==> config.mk <==
export PLATFORM = sky130hd
export DESIGN_NAME = pcpi_muldiv_arbiter
export DESIGN_NICKNAME = d
export VERILOG_FILES = /design/src/rtl/pcpi_arb_pkg.sv /design/src/rtl/pcpi_rr_pick.sv /design/src/rtl/pcpi_muldiv_arbiter.sv
export SDC_FILE = /design/constraint.sdc
export NUM_CORES = 1
export LEC_CHECK = 0
export BUFFER_PORTS_ARGS = -buffer_cell sky130_fd_sc_hd__buf_2
export CELL_PAD_IN_SITES_DETAIL_PLACEMENT = 1
export CELL_PAD_IN_SITES_GLOBAL_PLACEMENT = 1
export CORE_AREA = 2 2 242 244
export DETAILED_ROUTE_END_ITERATION = 16
export DIE_AREA = 0 0 244 246
export GPL_ROUTABILITY_DRIVEN = 1
export HOLD_SLACK_MARGIN = 0.03
export PLACE_DENSITY_LB_ADDON = 0.1
export SYNTH_ARGS = -nofsm -noshare
export SYNTH_HDL_FRONTEND = slang
export SYNTH_HIERARCHICAL = 1
export SYNTH_SLANG_ARGS = --single-unit
==> constraint.sdc <==
create_clock -name clk -period 2.63 [get_ports clk]
set_input_delay 0.526 -clock clk [delete_from_list [all_inputs] [get_ports clk]]
set_output_delay 0.526 -clock clk [all_outputs]
set_load 0.01 [all_outputs]
==> src/rtl/pcpi_arb_pkg.sv <==
// Shared types and decode helpers for the PCPI mul/div arbiter.
// Used by pcpi_muldiv_arbiter and pcpi_rr_pick.
package pcpi_arb_pkg;

  typedef enum logic [1:0] {
    IDLE    = 2'd0,
    ISSUE   = 2'd1,
    RESP    = 2'd2,
    RECOVER = 2'd3
  } state_e;

  localparam logic [6:0] OPC_OP        = 7'b0110011;
  localparam logic [6:0] OPC_OP32      = 7'b0111011;
  localparam logic [6:0] FUNCT7_MULDIV = 7'b0000001;

  function automatic logic is_muldiv(input logic [31:0] insn);
    logic opc_ok;
    opc_ok = (insn[6:0] == OPC_OP) || (insn[6:0] == OPC_OP32);
    return opc_ok && (insn[31:25] == FUNCT7_MULDIV);
  endfunction

endpackage

==> src/rtl/pcpi_rr_pick.sv <==
// Combinational round-robin picker: first eligible index
// at or after ptr, wrapping modulo NREQ.
import pcpi_arb_pkg::*;

module pcpi_rr_pick #(
  parameter int NREQ = 2,
  parameter int IW   = 1
) (
  input  logic [NREQ-1:0] elig,
  input  logic [IW-1:0]   ptr,
  output logic [IW-1:0]   idx,
  output logic            any_grant
);

  always_comb begin
    int j;
    idx       = '0;
    any_grant = 1'b0;
    j         = 0;
    for (int k = 0; k < NREQ; k++) begin
      j = (int'(ptr) + k) % NREQ;
      if (!any_grant && elig[j[IW-1:0]]) begin
        any_grant = 1'b1;
        idx       = j[IW-1:0];
      end
    end
  end

endmodule

==> src/rtl/pcpi_muldiv_arbiter.sv <==
// Shares one PCPI mul/div unit pair between NREQ cores.
// Optional PCPI_ARB_TIMEOUT_EN adds a forced error response.
import pcpi_arb_pkg::*;

module pcpi_muldiv_arbiter #(
  parameter int XLEN    = 64,
  parameter int NREQ    = 2,
  parameter int RECOVER = 3,
  parameter int TIMEOUT = 255
) (
  input  logic                 clk,
  input  logic                 resetn,
  input  logic [NREQ-1:0]      req_valid,
  input  logic [NREQ*32-1:0]   req_insn,
  input  logic [NREQ*XLEN-1:0] req_rs1,
  input  logic [NREQ*XLEN-1:0] req_rs2,
  output logic [NREQ-1:0]      req_ready,
  output logic                 req_wr,
  output logic [XLEN-1:0]      req_rd,
  output logic                 req_err,
  output logic                 unit_valid,
  output logic [31:0]          unit_insn,
  output logic [XLEN-1:0]      unit_rs1,
  output logic [XLEN-1:0]      unit_rs2,
  input  logic                 unit_ready,
  input  logic                 unit_wr,
  input  logic [XLEN-1:0]      unit_rd
);

  localparam int IW   = (NREQ > 1) ? $clog2(NREQ) : 1;
  localparam int MAXC = (TIMEOUT > RECOVER) ? TIMEOUT : RECOVER;
  localparam int CW   = (MAXC < 255) ? 8 : $clog2(MAXC + 1);

  state_e            state_q, state_d;
  logic [IW-1:0]     rr_q, rr_d;
  logic [IW-1:0]     idx_q, idx_d;
  logic [31:0]       insn_q, insn_d;
  logic [XLEN-1:0]   rs1_q, rs1_d;
  logic [XLEN-1:0]   rs2_q, rs2_d;
  logic              wr_q, wr_d;
  logic [XLEN-1:0]   rd_q, rd_d;
  logic [CW-1:0]     cnt_q, cnt_d;
  logic [NREQ-1:0]   elig;
  logic [IW-1:0]     pick;
  logic              any;
`ifdef PCPI_ARB_TIMEOUT_EN
  logic              err_q, err_d;
`endif

  always_comb begin
    elig = '0;
    for (int i = 0; i < NREQ; i++)
      elig[i] = req_valid[i] && is_muldiv(req_insn[32*i +: 32]);
  end

  pcpi_rr_pick #(
    .NREQ (NREQ),
    .IW   (IW)
  ) u_pick (
    .elig      (elig),
    .ptr       (rr_q),
    .idx       (pick),
    .any_grant (any)
  );

  always_ff @(posedge clk) begin
    if (!resetn) begin
      state_q <= IDLE;
      rr_q    <= '0;
      idx_q   <= '0;
      insn_q  <= '0;
      rs1_q   <= '0;
      rs2_q   <= '0;
      wr_q    <= 1'b0;
      rd_q    <= '0;
      cnt_q   <= '0;
`ifdef PCPI_ARB_TIMEOUT_EN
      err_q   <= 1'b0;
`endif
    end else begin
      state_q <= state_d;
      rr_q    <= rr_d;
      idx_q   <= idx_d;
      insn_q  <= insn_d;
      rs1_q   <= rs1_d;
      rs2_q   <= rs2_d;
      wr_q    <= wr_d;
      rd_q    <= rd_d;
      cnt_q   <= cnt_d;
`ifdef PCPI_ARB_TIMEOUT_EN
      err_q   <= err_d;
`endif
    end
  end

  always_comb begin
    state_d = state_q;
    rr_d    = rr_q;
    idx_d   = idx_q;
    insn_d  = insn_q;
    rs1_d   = rs1_q;
    rs2_d   = rs2_q;
    wr_d    = wr_q;
    rd_d    = rd_q;
    cnt_d   = cnt_q;
`ifdef PCPI_ARB_TIMEOUT_EN
    err_d   = err_q;
`endif
    unique case (state_q)
      IDLE: begin
        if (any) begin
          idx_d = pick;
          for (int i = 0; i < NREQ; i++) begin
            if (IW'(i) == pick) begin
              insn_d = req_insn[32*i +: 32];
              rs1_d  = req_rs1[XLEN*i +: XLEN];
              rs2_d  = req_rs2[XLEN*i +: XLEN];
            end
          end
          rr_d    = (int'(pick) == NREQ - 1) ? '0 : pick + IW'(1);
          cnt_d   = '0;
          state_d = ISSUE;
        end
      end
      ISSUE: begin
        if (unit_ready) begin
          wr_d    = unit_wr;
          rd_d    = unit_rd;
`ifdef PCPI_ARB_TIMEOUT_EN
          err_d   = 1'b0;
`endif
          state_d = RESP;
`ifdef PCPI_ARB_TIMEOUT_EN
        end else if (cnt_q == CW'(TIMEOUT - 1)) begin
          wr_d    = 1'b0;
          rd_d    = '0;
          err_d   = 1'b1;
          state_d = RESP;
        end else begin
          cnt_d   = cnt_q + CW'(1);
`endif
        end
      end
      RESP: begin
        cnt_d   = '0;
        state_d = (RECOVER == 0) ? IDLE : pcpi_arb_pkg::RECOVER;
      end
      pcpi_arb_pkg::RECOVER: begin
        if (cnt_q == CW'(RECOVER - 1))
          state_d = IDLE;
        else
          cnt_d = cnt_q + CW'(1);
      end
    endcase
  end

  always_comb begin
    unit_valid = 1'b0;
    req_ready  = '0;
    req_wr     = 1'b0;
    unique case (state_q)
      ISSUE: unit_valid = 1'b1;
      RESP: begin
        req_ready[idx_q] = 1'b1;
        req_wr           = wr_q;
      end
      default: ;
    endcase
  end

  assign unit_insn = insn_q;
  assign unit_rs1  = rs1_q;
  assign unit_rs2  = rs2_q;
  assign req_rd    = rd_q;
`ifdef PCPI_ARB_TIMEOUT_EN
  assign req_err   = err_q;
`else
  assign req_err   = 1'b0;
`endif

endmodule
==> results of run 1 <==
-- worst paths after layout --
| path | from | to | slack, ns | cells after the start |
|---|---|---|---|---|
| min | unit_rd[4] | req_rd[4]$_SDFFE_PN0P_ | 0.20 | 3 |
| max | state_q[0]$_SDFFE_PN0P_ | req_ready[1] | 0.36 | 4 |
| min reg2reg | req_rd[12]$_SDFFE_PN0P_ | req_rd[12]$_SDFFE_PN0P_ | 0.45 | 2 |
| max reg2reg | state_q[1]$_SDFFE_PN0P_ | req_rd[9]$_SDFFE_PN0P_ | 0.76 | 6 |
-- worst max-delay path, delay by kind of cell (launching register included) --
family        cells  cell delay (ns)
fa+ha+maj         1             0.30
buf+inv           2             0.26
flops             1             0.41
simple gates      1             0.20
-- logic make-up (layout without fill, tap and decap cells) --
logic type,count (synthesis),in the layout
buffers and inverters,105,763
adders and majority gates,8,8
DFF,237,237
and+or+nand+nor,343,343
AOI/OAI and AO/OA,248,248
other,1,3
muxes,161,161
-- sequential cells by signal, summed over array words and instances, names as in the netlist --
signal,cells
unit_insn,32
idx_q,1
unit_rs1,64
rr_q,1
wr_q,1
req_rd,64
state_q,2
unit_rs2,64
cnt_q,8
-- placed cells by master, fill, tap and decap left out, types with 3 or more instances in the layout --
cell and count:
mux2i_1 161, dfxtp_1 237, nand2_1 144, nor3_1 8
nor2_1 163, a211oi_1 160, buf_12 18, buf_2 617
nand3_1 4, nor4_1 4, a21oi_1 71, clkbuf_8 9
buf_4 65, ha_1 8, inv_1 7, o21a_1 3
o21ai_0 4, clkbuf_16 31, clkinv_2 6, clkbuf_1 6
-- stage by stage --
stage / area [um2] / total power, mW / setup TNS, ns
after global routing: 15500 / 8.81 / 0
after floorplan: 10000 / 3.82 / 0
after global placement: 14500 / 4.23 / -21.50
after CTS: 15500 / 8.63 / 0
final: 15500 / 8.42 / 0
after detailed placement: 14500 / 4.23 / -16.52
-- Yosys cell counts, types with 2 or more instances --
cell | n | share of area (%)
a211oi_1 | 160 | 12
nor3_1 | 8 | 0.40
and2_1 | 4 | 0.25
o21ai_0 | 4 | 0.20
buf_2 | 35 | 1.8
nand3b_1 | 2 | 0.15
ha_1 | 8 | 1.0
buf_1 | 9 | 0.34
nand2_1 | 145 | 5.4
nand4b_1 | 2 | 0.18
or2_1 | 2 | 0.12
nand3_1 | 4 | 0.20
a32o_1 | 2 | 0.20
clkbuf_1 | 48 | 1.8
o21a_1 | 3 | 0.22
dfxtp_1 | 237 | 47
nor4_1 | 4 | 0.25
o221a_2 | 2 | 0.22
nor2_1 | 163 | 6.1
buf_6 | 2 | 0.22
a21oi_1 | 71 | 3.5
mux2i_1 | 161 | 16
inv_1 | 7 | 0.26
nand4bb_1 | 2 | 0.22
-- area by class of cell --
type,count,share of cell area (%)
clock buffer,46,5.94
sequential,237,30.6
antenna,2,0.0323
clock inverter,9,0.637
tap,765,6.17
timing repair buffer,700,25.4
inverter,8,0.242
multi-input combinational,761,31.0
-- power by group through the flow --
stage / clock [mW] / sequential, mW / combinational (mW)
CTS: 4.49 / 3.60 / 0.553
finish: 4.28 / 3.60 / 0.535
global route: 4.62 / 3.59 / 0.590
floorplan: 0 / 3.68 / 0.144
global placement: 0 / 3.67 / 0.551
detailed placement: 0 / 3.67 / 0.550
-- layer usage --
layer	global-route usage [%]	part of all wire, %	vias to the layer above
met5	0	0	-
met4	3.66	1.9	0
met3	3.63	6.3	45
met2	27.4	52	317
met1	16.7	40	4741
li1	-	-	5173
==> impl_metrics.yaml, run 1 <==
clocking:
  htree_levels: 1
  ctsHoldBuffers: 0
  cts_resized: 0
  insertion_delay_ns: 0.58
  cts_sinks: 237
  cts_setup_buffers: 0
  cts_buffer_depth: 3
  path_clk_slew_ns: 0.06
  cts_tree: "built"
  cts_root_buf: "clkbuf_16"
  cts_buffers: 31
setup_path:
  worstPathRequired_ns: 2.10
  criticalPathCategory: "flip-flop to output port"
  critical-path-max-stage-delay_ns: 0.41
  cp.arrival_ns: 1.74
  crit_slowest_cell: "dfxtp_1"
  worst_setup_path_start_kind: "flip-flop"
  path_max_fanout: 5
  crit_chain: "inv_1 -> ha_1 -> and2_1 -> buf_2"
  worstSetupEndpointType: "output port"
pwr:
  p_per_area_nw_per_um2: 542
  p_seq_share_pct: 42.7
  p_switching_mw: 1.95
  p_comb_share_pct: 6.4
  p_leak_nw: 6.45
  internal-power_mw: 6.46
  switching_share_pct: 23.2
  clock_power_share_pct: 50.9
  vdd_drop_max_mv: 0.483
place:
  placed_cells: 2471
  io_buffers: 617
  dp_slack_ns: -0.277
  gp_congestion: 0.779
  dp_hpwl_mm: 36.6
die:
  dieArea_um2: 60000
  core_area_um2: 57400
  boundaryPins: 619
  rows: 88
  die_y_um: 246
  die_w_um: 244
  initial_core_util_pct: 17.4
sta:
  slew_headroom_pct: 59.5
  period_share_pct: 86.2
  slew_violations: 0
  worst_pin_slew_ns: 0.606
  finalCriticalPeriod_ns: 2.27
  hold_violations: 0
  rsz0062_at_grt: "false"
  hold_ws_ns: 0.198
  finalWorstSetupSlack_ns: 0.363
  setup_viol: 0
  fmax_mhz: 441
  clock_skew_ns: 0.0144
final_layout:
  fin_nets: 2137
  seq_area_um2: 4740
  multi_input_area_um2: 4810
  drive_gt1_share_pct: 43.1
  area_growth_pct: 55.0
  nFillCells: 6866
  finalNonFillerCells: 2528
  fin_util_pct: 27.0
global_routing:
  grt_pass1_vias: 10800
  grt_overflow: 0
  antenna_found_initial: 2
  grtUsageTotal_pct: 14.7
  grt_max_degree: 72
  grt_pass1_wl_mm: 68.2
yosys:
  synth_cell_types: 42
  synth-edff-count: 0
  synth.area.mux_share_pct: 16.1
  synth-simple-area-share_pct: 13.9
  synth_top_family_by_area: "compound AO/OA/AOI/OAI gates"
  async_flop_share_pct: 0
  syn_avg_cell_area_um2: 9.07
  yosysWarnings: 6
  yosys.area_share.adder_pct: 1.00
  synthesis.area_um2: 10000
  syn_nets: 1501
  ys_seq_area_share_pct: 47.4
  ys_seq_elements: 237
  synth-main-ff-cell: "dfxtp_1"
  syn_inst: 1103
  synth_xor_area_share_pct: 0
  synth_compound_area_share_pct: 16.9
detailed_routing:
  drtAntennaViolNets: 0
  dr.pass1.iters: 4
  viasPerCell: 4.06
  wl_per_cell_um: 18.3
  drt_iter0_markers: 225
  remaining_drc_errors: 0
  vias: 10300
  totalWireLength_mm: 46.2
status:
  status: "finished, final reports clean"
min_path:
  worstHoldPathType: "input port to flip-flop"
flow_run:
  maxCapViolations: 0
No activity file was read; power rests on OpenSTA's default activity.
==> run 2: changes to the inputs <==
Settings changed: PLACE_DENSITY from default to 0.51, PLACE_DENSITY_LB_ADDON 0.1 to default.
==> impl_metrics.yaml, run 2 (same netlist as run 1, synthesis figures left out) <==
sta:
  rsz0062_at_grt: "false"
  slew_violations: 0
  finalCriticalPeriod_ns: 2.43
  fmax_mhz: 412
  worst_pin_slew_ns: 0.599
  slew_headroom_pct: 59.8
  setup_viol: 0
  hold_violations: 0
  setup_tns_ns: 0
  clock_skew_ns: 0.00883
  period_share_pct: 92.2
  hold_ws_ns: 0.191
clocking:
  cts_setup_buffers: 0
  cts_buffers: 30
  htree_levels: 1
  cts_buffer_depth: 3
  cts_root_buf: "clkbuf_16"
  insertion_delay_ns: 0.57
  cts_tree: "built"
  cts_sinks: 237
  ctsHoldBuffers: 0
  cts_resized: 0
  path_clk_slew_ns: 0.06
final_layout:
  finalNonFillerCells: 2504
  drive_gt1_share_pct: 42.3
  final_cell_area_um2: 15400
  nFillCells: 6905
  fin_nets: 2111
  final_common_cell: "buf_2"
  area_growth_pct: 53.4
  layout_common_cells: "buf_2, dfxtp_1, nor2_1, mux2i_1, a211oi_1"
detailed_routing:
  wl_met1_mm: 16.7
  met3_length_mm: 2.66
  wl_met2_mm: 22.3
  dr.pass1.iters: 4
  vias: 10300
  remaining_drc_errors: 0
  viasPerCell: 4.11
  totalWireLength_mm: 42.8
  wl_per_cell_um: 17.1
  drt_iter0_markers: 191
  drtAntennaViolNets: 0
  top_layer_used: "met4"
place:
  placed_cells: 2446
  dp_hpwl_mm: 34.1
  placed_area_um2: 14300
  io_buffers: 617
  gp_congestion: 0.809
setup_path:
  worstPathRequired_ns: 3.06
  cp_num_buf_inv: 3
  worst_setup_path_start_kind: "input port"
  crit_chain: "buf_2 -> nor4_1 -> nand3b_1 -> nor3_1 -> a21boi_4 -> buf_12 -> buf_4 -> mux2i_1 -> a211oi_1"
  criticalPathCategory: "input port to flip-flop"
  crit_family: "simple AND/OR/NAND/NOR gates"
  crit_slowest_cell: "nor3_1"
  cp.arrival_ns: 2.85
  worstSetupEndpointType: "flip-flop"
  path_max_fanout: 22
  critical-path-max-stage-delay_ns: 0.53
pwr:
  vdd_drop_max_mv: 0.470
  p_leak_nw: 6.32
  p_per_area_nw_per_um2: 543
die:
  die_w_um: 244
  initial_core_util_pct: 17.4
  rows: 88
  boundaryPins: 619
  die_y_um: 246
  dieArea_um2: 60000
  core_area_um2: 57400
global_routing:
  grt_max_degree: 86
  grt_pass1_wl_mm: 64.0
  antenna_found_initial: 2
  grt_pass1_vias: 10800
  grt_overflow: 0
  grtUsageTotal_pct: 13.6
flow_run:
  maxCapViolations: 0
min_path:
  worstHoldPathType: "input port to flip-flop"
status:
  status: "finished, final reports clean"
-- run 2: final timing paths --
| kind | from | to | slack (ns) | cells after the start |
|---|---|---|---|---|
| max reg2reg | state_q[0]$_SDFFE_PN0P_ | cnt_q[7]$_SDFFE_PN0P_ | 0.82 | 5 |
| min | unit_rd[63] | req_rd[63]$_SDFFE_PN0P_ | 0.19 | 3 |
| max | req_insn[62] | unit_rs2[9]$_SDFFE_PN0P_ | 0.20 | 9 |
| min reg2reg | wr_q$_SDFFE_PN0P_ | wr_q$_SDFFE_PN0P_ | 0.45 | 2 |
-- run 2: routing by layer --
metal	GRT usage [%]	up-vias
li1	-	5124
met2	25.3	330
met1	15.7	4779
met5	0	-
met3	2.68	58
met4	3.98	0
-- run 2: per-stage QoR --
stage / worst slack [ns] / util (%) / total power, mW
2_1_floorplan: 0.309 / - / 3.82
3_3_place_gp: -0.343 / 25.0 / 4.21
3_5_place_dp: -0.312 / 25.0 / 4.21
4_1_cts: 0.291 / 26.8 / 8.52
5_1_grt: 0.104 / 26.8 / 8.69
6_report: 0.204 / 26.8 / 8.34
-- run 2: cell type report --
| type | count | area, um2 | area share (%) |
|---|---|---|---|
| Antenna cell | 2 | 5.00 | 0.0326 |
| Timing Repair Buffer | 675 | 3770 | 24.6 |
| Clock buffer | 46 | 912 | 5.94 |
| Multi-Input combinational cell | 761 | 4810 | 31.4 |
| Tap cell | 765 | 957 | 6.24 |
| Inverter | 8 | 37.5 | 0.245 |
| Clock inverter | 10 | 106 | 0.693 |
| Sequential cell | 237 | 4740 | 30.9 |
-- run 2: tightest hold or removal path, cell delays in order --
cell and delay [ns]:
buf_2 0.09, nand2_1 0.04, a21oi_1 0.05
-- run 2: power by group --
group	switching, mW	internal [mW]	total (mW)
clock network	1.65	2.57	4.22
logic	0.252	0.275	0.527
registers	0.00196	3.59	3.60
total	1.91	6.44	8.34
